File: config.mk
export PLATFORM = sky130hd
export DESIGN_NAME = sha256_msg_padder
export DESIGN_NICKNAME = d
export VERILOG_FILES = /design/src/rtl/sha256_msg_padder.sv
export SDC_FILE = /design/constraint.sdc
export NUM_CORES = 1
export LEC_CHECK = 0
export CAP_MARGIN = 25
export CORE_MARGIN = 10
export CORE_UTILIZATION = 54
export DETAILED_ROUTE_END_ITERATION = 6
export PLACE_DENSITY = 0.83
export RECOVER_POWER = 25
export SLEW_MARGIN = 20
export SYNTH_ARGS = -nofsm -noshare
export SYNTH_HDL_FRONTEND = slang
export SYNTH_SLANG_ARGS = --single-unit
export TNS_END_PERCENT = 50
File: constraint.sdc
create_clock -name clk -period 35.6 [get_ports clk]
set_clock_uncertainty 0.1 [all_clocks]
set_input_delay 3.56 -clock clk [delete_from_list [all_inputs] [get_ports clk]]
set_output_delay 3.56 -clock clk [all_outputs]
set_load 0.005 [all_outputs]
File: src/rtl/sha256_msg_padder.sv
// Fetches an N-word message from word-addressed memory, appends SHA-256 padding
// and hands it to the compression stage as 512-bit blocks over valid/ready.
module sha256_msg_padder #(
   parameter int NUM_OF_WORDS = 20
) (
   input  logic         clk,
   input  logic         reset,
   input  logic         start,
   input  logic [15:0]  message_addr,
   output logic         mem_clk,
   output logic         mem_we,
   output logic [15:0]  mem_addr,
   input  logic [31:0]  mem_read_data,
   output logic         blk_valid,
   input  logic         blk_ready,
   output logic [511:0] blk_data,
   output logic         blk_last,
   output logic [7:0]   blk_index,
   output logic         busy,
   output logic         done
);

   localparam int          NB       = (NUM_OF_WORDS + 2) / 16 + 1;
   localparam logic [15:0] N_W      = 16'(NUM_OF_WORDS);
   localparam logic [7:0]  LAST_BLK = 8'(NB - 1);
   localparam logic [15:0] LEN_LO_K = 16'(16 * NB - 1);
   localparam logic [31:0] LEN_BITS = 32'(NUM_OF_WORDS * 32);

   typedef enum logic [1:0] {IDLE, FILL, PRESENT} state_t;

   state_t      state_reg, state_next;
   logic [15:0] base_reg, base_next;
   logic [15:0] mem_addr_reg, mem_addr_next;
   logic [7:0]  blk_reg, blk_next;
   logic [4:0]  cnt_reg, cnt_next;
   logic        done_reg, done_next;
   logic [7:0]  blk_inc;
   logic [15:0] cap_k;
   logic [31:0] pad_word;

   // Reads past the message are clamped to the last message word.
   function automatic logic [15:0] clip(input logic [15:0] k);
      return (k < N_W) ? k : N_W - 16'd1;
   endfunction

   always_ff @(posedge clk or posedge reset) begin
      if (reset) begin
         state_reg    <= IDLE;
         base_reg     <= '0;
         mem_addr_reg <= '0;
         blk_reg      <= '0;
         cnt_reg      <= '0;
         done_reg     <= 1'b0;
      end else begin
         state_reg    <= state_next;
         base_reg     <= base_next;
         mem_addr_reg <= mem_addr_next;
         blk_reg      <= blk_next;
         cnt_reg      <= cnt_next;
         done_reg     <= done_next;
      end
   end

   always_comb begin
      state_next    = state_reg;
      base_next     = base_reg;
      mem_addr_next = mem_addr_reg;
      blk_next      = blk_reg;
      cnt_next      = cnt_reg;
      done_next     = 1'b0;
      blk_inc       = blk_reg + 8'd1;
      // Slot being captured this cycle holds padded word 16*blk + c - 1.
      cap_k         = {4'b0, blk_reg, 4'b0} + 16'(cnt_reg) - 16'd1;
      if (cap_k < N_W)
         pad_word = mem_read_data;
      else if (cap_k == N_W)
         pad_word = 32'h8000_0000;
      else if (cap_k == LEN_LO_K)
         pad_word = LEN_BITS;
      else
         pad_word = 32'h0000_0000;

      case (state_reg)
         IDLE: begin
            if (start) begin
               state_next    = FILL;
               base_next     = message_addr;
               mem_addr_next = message_addr;
               blk_next      = 8'd0;
               cnt_next      = 5'd0;
            end
         end
         FILL: begin
            cnt_next = cnt_reg + 5'd1;
            if (cnt_reg < 5'd15)
               mem_addr_next = base_reg + clip({4'b0, blk_reg, 4'b0} + 16'(cnt_reg) + 16'd1);
            if (cnt_reg == 5'd16) begin
               state_next = PRESENT;
               cnt_next   = 5'd0;
            end
         end
         PRESENT: begin
            if (blk_ready) begin
               if (blk_reg == LAST_BLK) begin
                  state_next = IDLE;
                  done_next  = 1'b1;
               end else begin
                  state_next    = FILL;
                  blk_next      = blk_inc;
                  cnt_next      = 5'd0;
                  mem_addr_next = base_reg + clip({4'b0, blk_inc, 4'b0});
               end
            end
         end
         default: state_next = IDLE;
      endcase
   end

   for (genvar gi = 0; gi < 16; gi++) begin : g_slot
      logic [31:0] slot_reg;
      always_ff @(posedge clk or posedge reset) begin
         if (reset)
            slot_reg <= '0;
         else if (state_reg == FILL && cnt_reg == 5'(gi + 1))
            slot_reg <= pad_word;
      end
      assign blk_data[32*gi +: 32] = slot_reg;
   end

   assign mem_clk   = clk;
   assign mem_we    = 1'b0;
   assign mem_addr  = mem_addr_reg;
   assign blk_valid = (state_reg == PRESENT);
   assign blk_last  = (state_reg == PRESENT) && (blk_reg == LAST_BLK);
   assign blk_index = blk_reg;
   assign busy      = (state_reg != IDLE);
   assign done      = done_reg;

endmodule

* After elaboration in Yosys (flattened, before gate mapping)
Index checks and enable logic that the tools add are counted.
Operators by class: reductions and logical operators 26, order comparisons 4, $add $sub $neg 7, muxes and demuxes 27, equality and inequality tests 26
Operators with widths (count):
- $mux W16 | 4
- $mux W32 | 2
- $pmux W16 S3 | 1
- $eq A5 B4 Y1 const B | 8
- $eq A16 B5 Y1 const B | 2
- $mux W8 | 3
- $eq A5 B3 Y1 const B | 4
- $mux W5 | 4
- $logic_and A1 B1 Y1 | 17
- $add A16 B12 Y16 | 1
- $add A16 B14 Y16 | 1
- $lt A16 B5 Y1 const B | 1
- $pmux W8 S2 | 1
- $sub A16 B1 Y16 const B | 1
- $pmux W5 S3 | 1
- $add A13 B1 Y14 const B | 1
- $lt A14 B5 Y1 const B | 1
- $mux W14 | 1
- $add A12 B5 Y13 | 1
- $lt A12 B5 Y1 const B | 1
- $mux W12 | 1
- $eq A5 B2 Y1 const B | 2
- $mux W10 | 1
- $add A8 B1 Y8 const B | 1
- other kinds (19) | 29
Storage, ports and cells: output and inout bits 542, input port bits 52, logic and storage cells 112, register bits after elaboration 560

* Longest topological paths before layout
depth after elaboration 7, depth in mapped cells 17

==> summary.md <==
| Metric | Value |
|---|---|
| Met2 wire length | 47300 microns |
| Startpoint types | clock port |
| Highest routed layer | met5 |
| Global-route wire length before repair | 155000 microns |
| Number of pins with negative max-slew slack in the final report | 780 |
| Number of endpoints with negative hold slack in the final report | 0 |
| Relative slew slack | -5.86 |
| Switching Share | 0.361 |
| Transition time at the pin with the least slew margin | 10.29 ns |
| Final Instance Count excl. Fillers | 3876 |
| Commonest cells after routing, fill and taps aside | 580 x sky130_fd_sc_hd__clkdlybuf4s50_1, 570 x sky130_fd_sc_hd__nand2_1, 560 x sky130_fd_sc_hd__dfrtp_1, 502 x sky130_fd_sc_hd__nand3_1, 295 x sky130_fd_sc_hd__o21ai_1 |
| Setup repair after global routing missed its margin | no |
| Count of fill cells added during filler insertion | 3324 |
| Cell Pwr Density | 70.3 mW/mm^2 |
| Most common cell after layout, fill and taps aside | sky130_fd_sc_hd__clkdlybuf4s50_1 |
| Reg-to-reg critical path endpoint | g_slot[11].slot_reg[19] |
| Switching power | 0.000840 W |
| Proportion of power drawn by flip-flops and latches | 0.369 |
| Layout-stage area growth over the synthesis result | 31.4% |
| Number of buffers added to fix hold violations after cts | 0 |
| Placer congestion estimate | 0.903 |
| Met3 wire len | 13300 microns |
| Number of enable flip-flop cells after synthesis | 0 |
| Number of synthesized register bits | 560 |
| Critical path class | clock port to output port |
| Endpoint of the worst hold path | g_slot[3].slot_reg[28] |
| Post-synthesis instance total | 2793 |
| Worst setup EP type | output port |
| Critical hold path startpoint | g_slot[3].slot_reg[28] |
| Critical path peak fanout | 2 |
| Ys async rst share | 1.00 |
| Combinational fraction of design power | 0.351 |
| Total of endpoints with negative setup slack in the final report | 0 |
| I/O Pins | 594 |
| Number of remaining DRC errors | 0 |
| CP cell instances | clkbuf_16, clkbuf_16, clkdlybuf4s50_1 |
| Number of cells on the worst hold path | 2 |
| Via total after detailed routing | 24.5k |
| Worst min-delay path class | flop to flop |
| Run status | complete, but fails checks |
| Seq/Total Area, Yosys | 0.557 |
| Number of flip-flops under the largest register name | 512 |
| Final Util | 0.713 |
| Sum of net half-perimeters after detailed placement | 67800 microns |
| Power Internal | 0.00149 W |
| Total routed wire length on the met1 layer | 35900 microns |
| Standard cell core area | 0.0464 sq mm |
| Insertion delay of the later-clocked pin in the worst-skew pair | 0.74 ns |
| Total power after layout | 0.00233 W |
| Number of antenna violations at the first check in global routing | 1 |
| Die extent in y | 236 microns |
| TritonCTS clock tree | built |
| # Max-Cap Violations | 16 |
| Most prevalent standard cell on the critical path | sky130_fd_sc_hd__clkbuf_16 |
| Total wire length after detailed routing | 105000 microns |
| Via count of the first global-routing pass | 23.7k |
| Count of cell types in the netlist | 62 |
| Worst path required time | 31.94 ns |
| Residual antenna-violating net count after detailed routing | 0 |
| Pin count of the biggest net entering global routing | 244 |
| Horizontal die dimension | 236 microns |
| Cells on worst reg2reg path | 9 |
| Slowest CP cell | sky130_fd_sc_hd__clkdlybuf4s50_1 |
| Die outline area | 0.0556 sq mm |
| Average wire per standard cell | 27.0 microns |
| Leakage | 14.2 nW |
| Std-Cell Rows | 79 |
| Initial core utilization | 0.543 |
| Violations in the final reports | max-capacitance violations, max-slew violations |
| Global routing usage summed across all routing layers | 0.362 |
| Data arrival, critical path | 18.50 ns |
| Layout cell share with drive strength beyond 1 | 0.0581 |
| Clock Power Share | 0.280 |
| Overflow after GRT | 0 |
| Number of buffers added for setup after CTS | 0 |
| Synthesis warning total | 0 |
| Worst voltage drop across the vdd grid | 0.0540 mV |
| Fin Setup TNS | 0 ns |
| Detailed Route Iter0 Violations | 3642 |
| Maximum cell stage delay along the critical path | 0.44 ns |
| Average cell area after synthesis | 9.01 sq um |
| Worst-path clk slew | 0.06 ns |
| Most used DFF post-synth | sky130_fd_sc_hd__dfrtp_1 |
| CTS-repair resized insts | 0 |
| Synthesized area | 0.0252 sq mm |
| First-pass DRT Iterations | 6 |
| Via density per instance | 6.31 |
| Nets@finish | 3307 |
| Port-buffer cells | 592 |
| Final antenna diode count | 0 |
| Register-to-register setup slack | 23.13 ns |
| Placed Cells incl. Taps | 3763 |
| Reg-to-reg critical path startpoint | cnt_reg[4] |
## power groups by stage
| stage | Clock [W] | Combinational, W | Sequential [W] |
|---|---|---|---|
| finish | 0.000652 | 0.000816 | 0.000858 |
| global placement | 0.00000237 | 0.000771 | 0.000856 |
| detailed placement | 0.00000237 | 0.000791 | 0.000862 |
| CTS | 0.000653 | 0.000795 | 0.000854 |
| floorplan | 0.00000182 | 0.000432 | 0.000851 |
| global route | 0.000679 | 0.000877 | 0.000869 |
## worst max-delay path by stage
| stage | start | to | slack (ns) | cells after the start |
|---|---|---|---|---|
| after floorplan | clk | mem_clk | 14.03 | 1 |
| after detailed placement | clk | mem_clk | 13.73 | 1 |
| after global placement | clk | mem_clk | 13.73 | 1 |
| after global routing | clk | mem_clk | 13.42 | 3 |
| final | clk | mem_clk | 13.44 | 3 |
| after CTS | clk | mem_clk | 13.43 | 3 |
## worst max-delay path: cells and delay by family
kind | cells | cell delay, ns
buffers and inverters | 3 | 0.69
## cells in the mapped netlist (3+ instances only)
cell type                   count  area share
sky130_fd_sc_hd__ha_1          30       0.015
sky130_fd_sc_hd__o21ai_0      134       0.027
sky130_fd_sc_hd__nor2b_1        5      0.0012
sky130_fd_sc_hd__nor3_1        16      0.0032
sky130_fd_sc_hd__o21ai_1      420       0.084
sky130_fd_sc_hd__mux2i_1       12      0.0048
sky130_fd_sc_hd__inv_1         20      0.0030
sky130_fd_sc_hd__nand3b_1       3     0.00089
sky130_fd_sc_hd__and2_1         9      0.0022
sky130_fd_sc_hd__a21boi_0       5      0.0015
sky130_fd_sc_hd__buf_2         40      0.0080
sky130_fd_sc_hd__o41ai_1        3      0.0010
sky130_fd_sc_hd__buf_4         12      0.0036
sky130_fd_sc_hd__a31oi_1        5      0.0012
sky130_fd_sc_hd__o2111ai_1      4      0.0014
sky130_fd_sc_hd__o211ai_1       3     0.00089
sky130_fd_sc_hd__mux2_2        16      0.0072
sky130_fd_sc_hd__buf_1         32      0.0048
sky130_fd_sc_hd__nand2b_1       7      0.0017
sky130_fd_sc_hd__or3_1          7      0.0017
sky130_fd_sc_hd__nand4_1       11      0.0027
sky130_fd_sc_hd__nand2_1      570       0.085
sky130_fd_sc_hd__nor3b_1        6      0.0018
sky130_fd_sc_hd__and3_1        10      0.0025
sky130_fd_sc_hd__xor2_1         6      0.0021
sky130_fd_sc_hd__buf_6         37       0.017
sky130_fd_sc_hd__o31ai_1        7      0.0021
sky130_fd_sc_hd__nor2_1        35      0.0052
sky130_fd_sc_hd__dfrtp_1      560        0.56
sky130_fd_sc_hd__nand3_1      503        0.10
sky130_fd_sc_hd__a21oi_1       26      0.0052
sky130_fd_sc_hd__o21bai_1       3     0.00089
sky130_fd_sc_hd__a22oi_1        4      0.0012
sky130_fd_sc_hd__nand4b_1       4      0.0014
sky130_fd_sc_hd__xnor2_1       10      0.0035
sky130_fd_sc_hd__clkbuf_1     180       0.027
sky130_fd_sc_hd__nor4_1         5      0.0012
## cells by family (layout without fill, tap and decap cells)
kind of cell | Yosys count | after routing | share of synthesized area
multiplexers | 28 | 28 | 0.0119
buffers and inverters | 322 | 787 | 0.0628
XOR/XNOR | 16 | 16 | 0.00557
AO/OA/AOI/OAI | 637 | 637 | 0.133
AND/OR/NAND/NOR | 1198 | 1198 | 0.214
flip-flops | 560 | 560 | 0.557
adder cells (fa/ha/maj) | 31 | 31 | 0.0157
other | 1 | 12 | 0.000149
## metal layers
layer  up-vias  GRT usage
met5         -          0
met4         2      0.247
met3       390      0.115
met2      1809      0.544
met1     11900      0.441
li1      10400          -
## layout make-up
| type | instances | area [sq um] | area share |
|---|---|---|---|
| flip-flops and latches | 560 | 14000 | 0.424 |
| well taps | 607 | 759 | 0.0230 |
| repair buffers | 660 | 6490 | 0.196 |
| inverters | 21 | 80.1 | 0.00242 |
| multi-input cells | 1922 | 9680 | 0.293 |
| clock inverters | 25 | 395 | 0.0120 |
| clock buffers | 81 | 1650 | 0.0500 |
## metrics by stage
| step | worst slack, ns | instance area, sq um | hold WS, ns |
|---|---|---|---|
| after floorplan | 14.03 | 25200 | 0.373 |
| after global routing | 13.42 | 33100 | 0.399 |
| final | 13.44 | 33100 | 0.376 |
| after global placement | 13.73 | 30900 | 0.361 |
| after CTS | 13.43 | 33000 | 0.383 |
| after detailed placement | 13.73 | 31000 | 0.369 |
No activity file was read; power rests on OpenSTA's default activity.
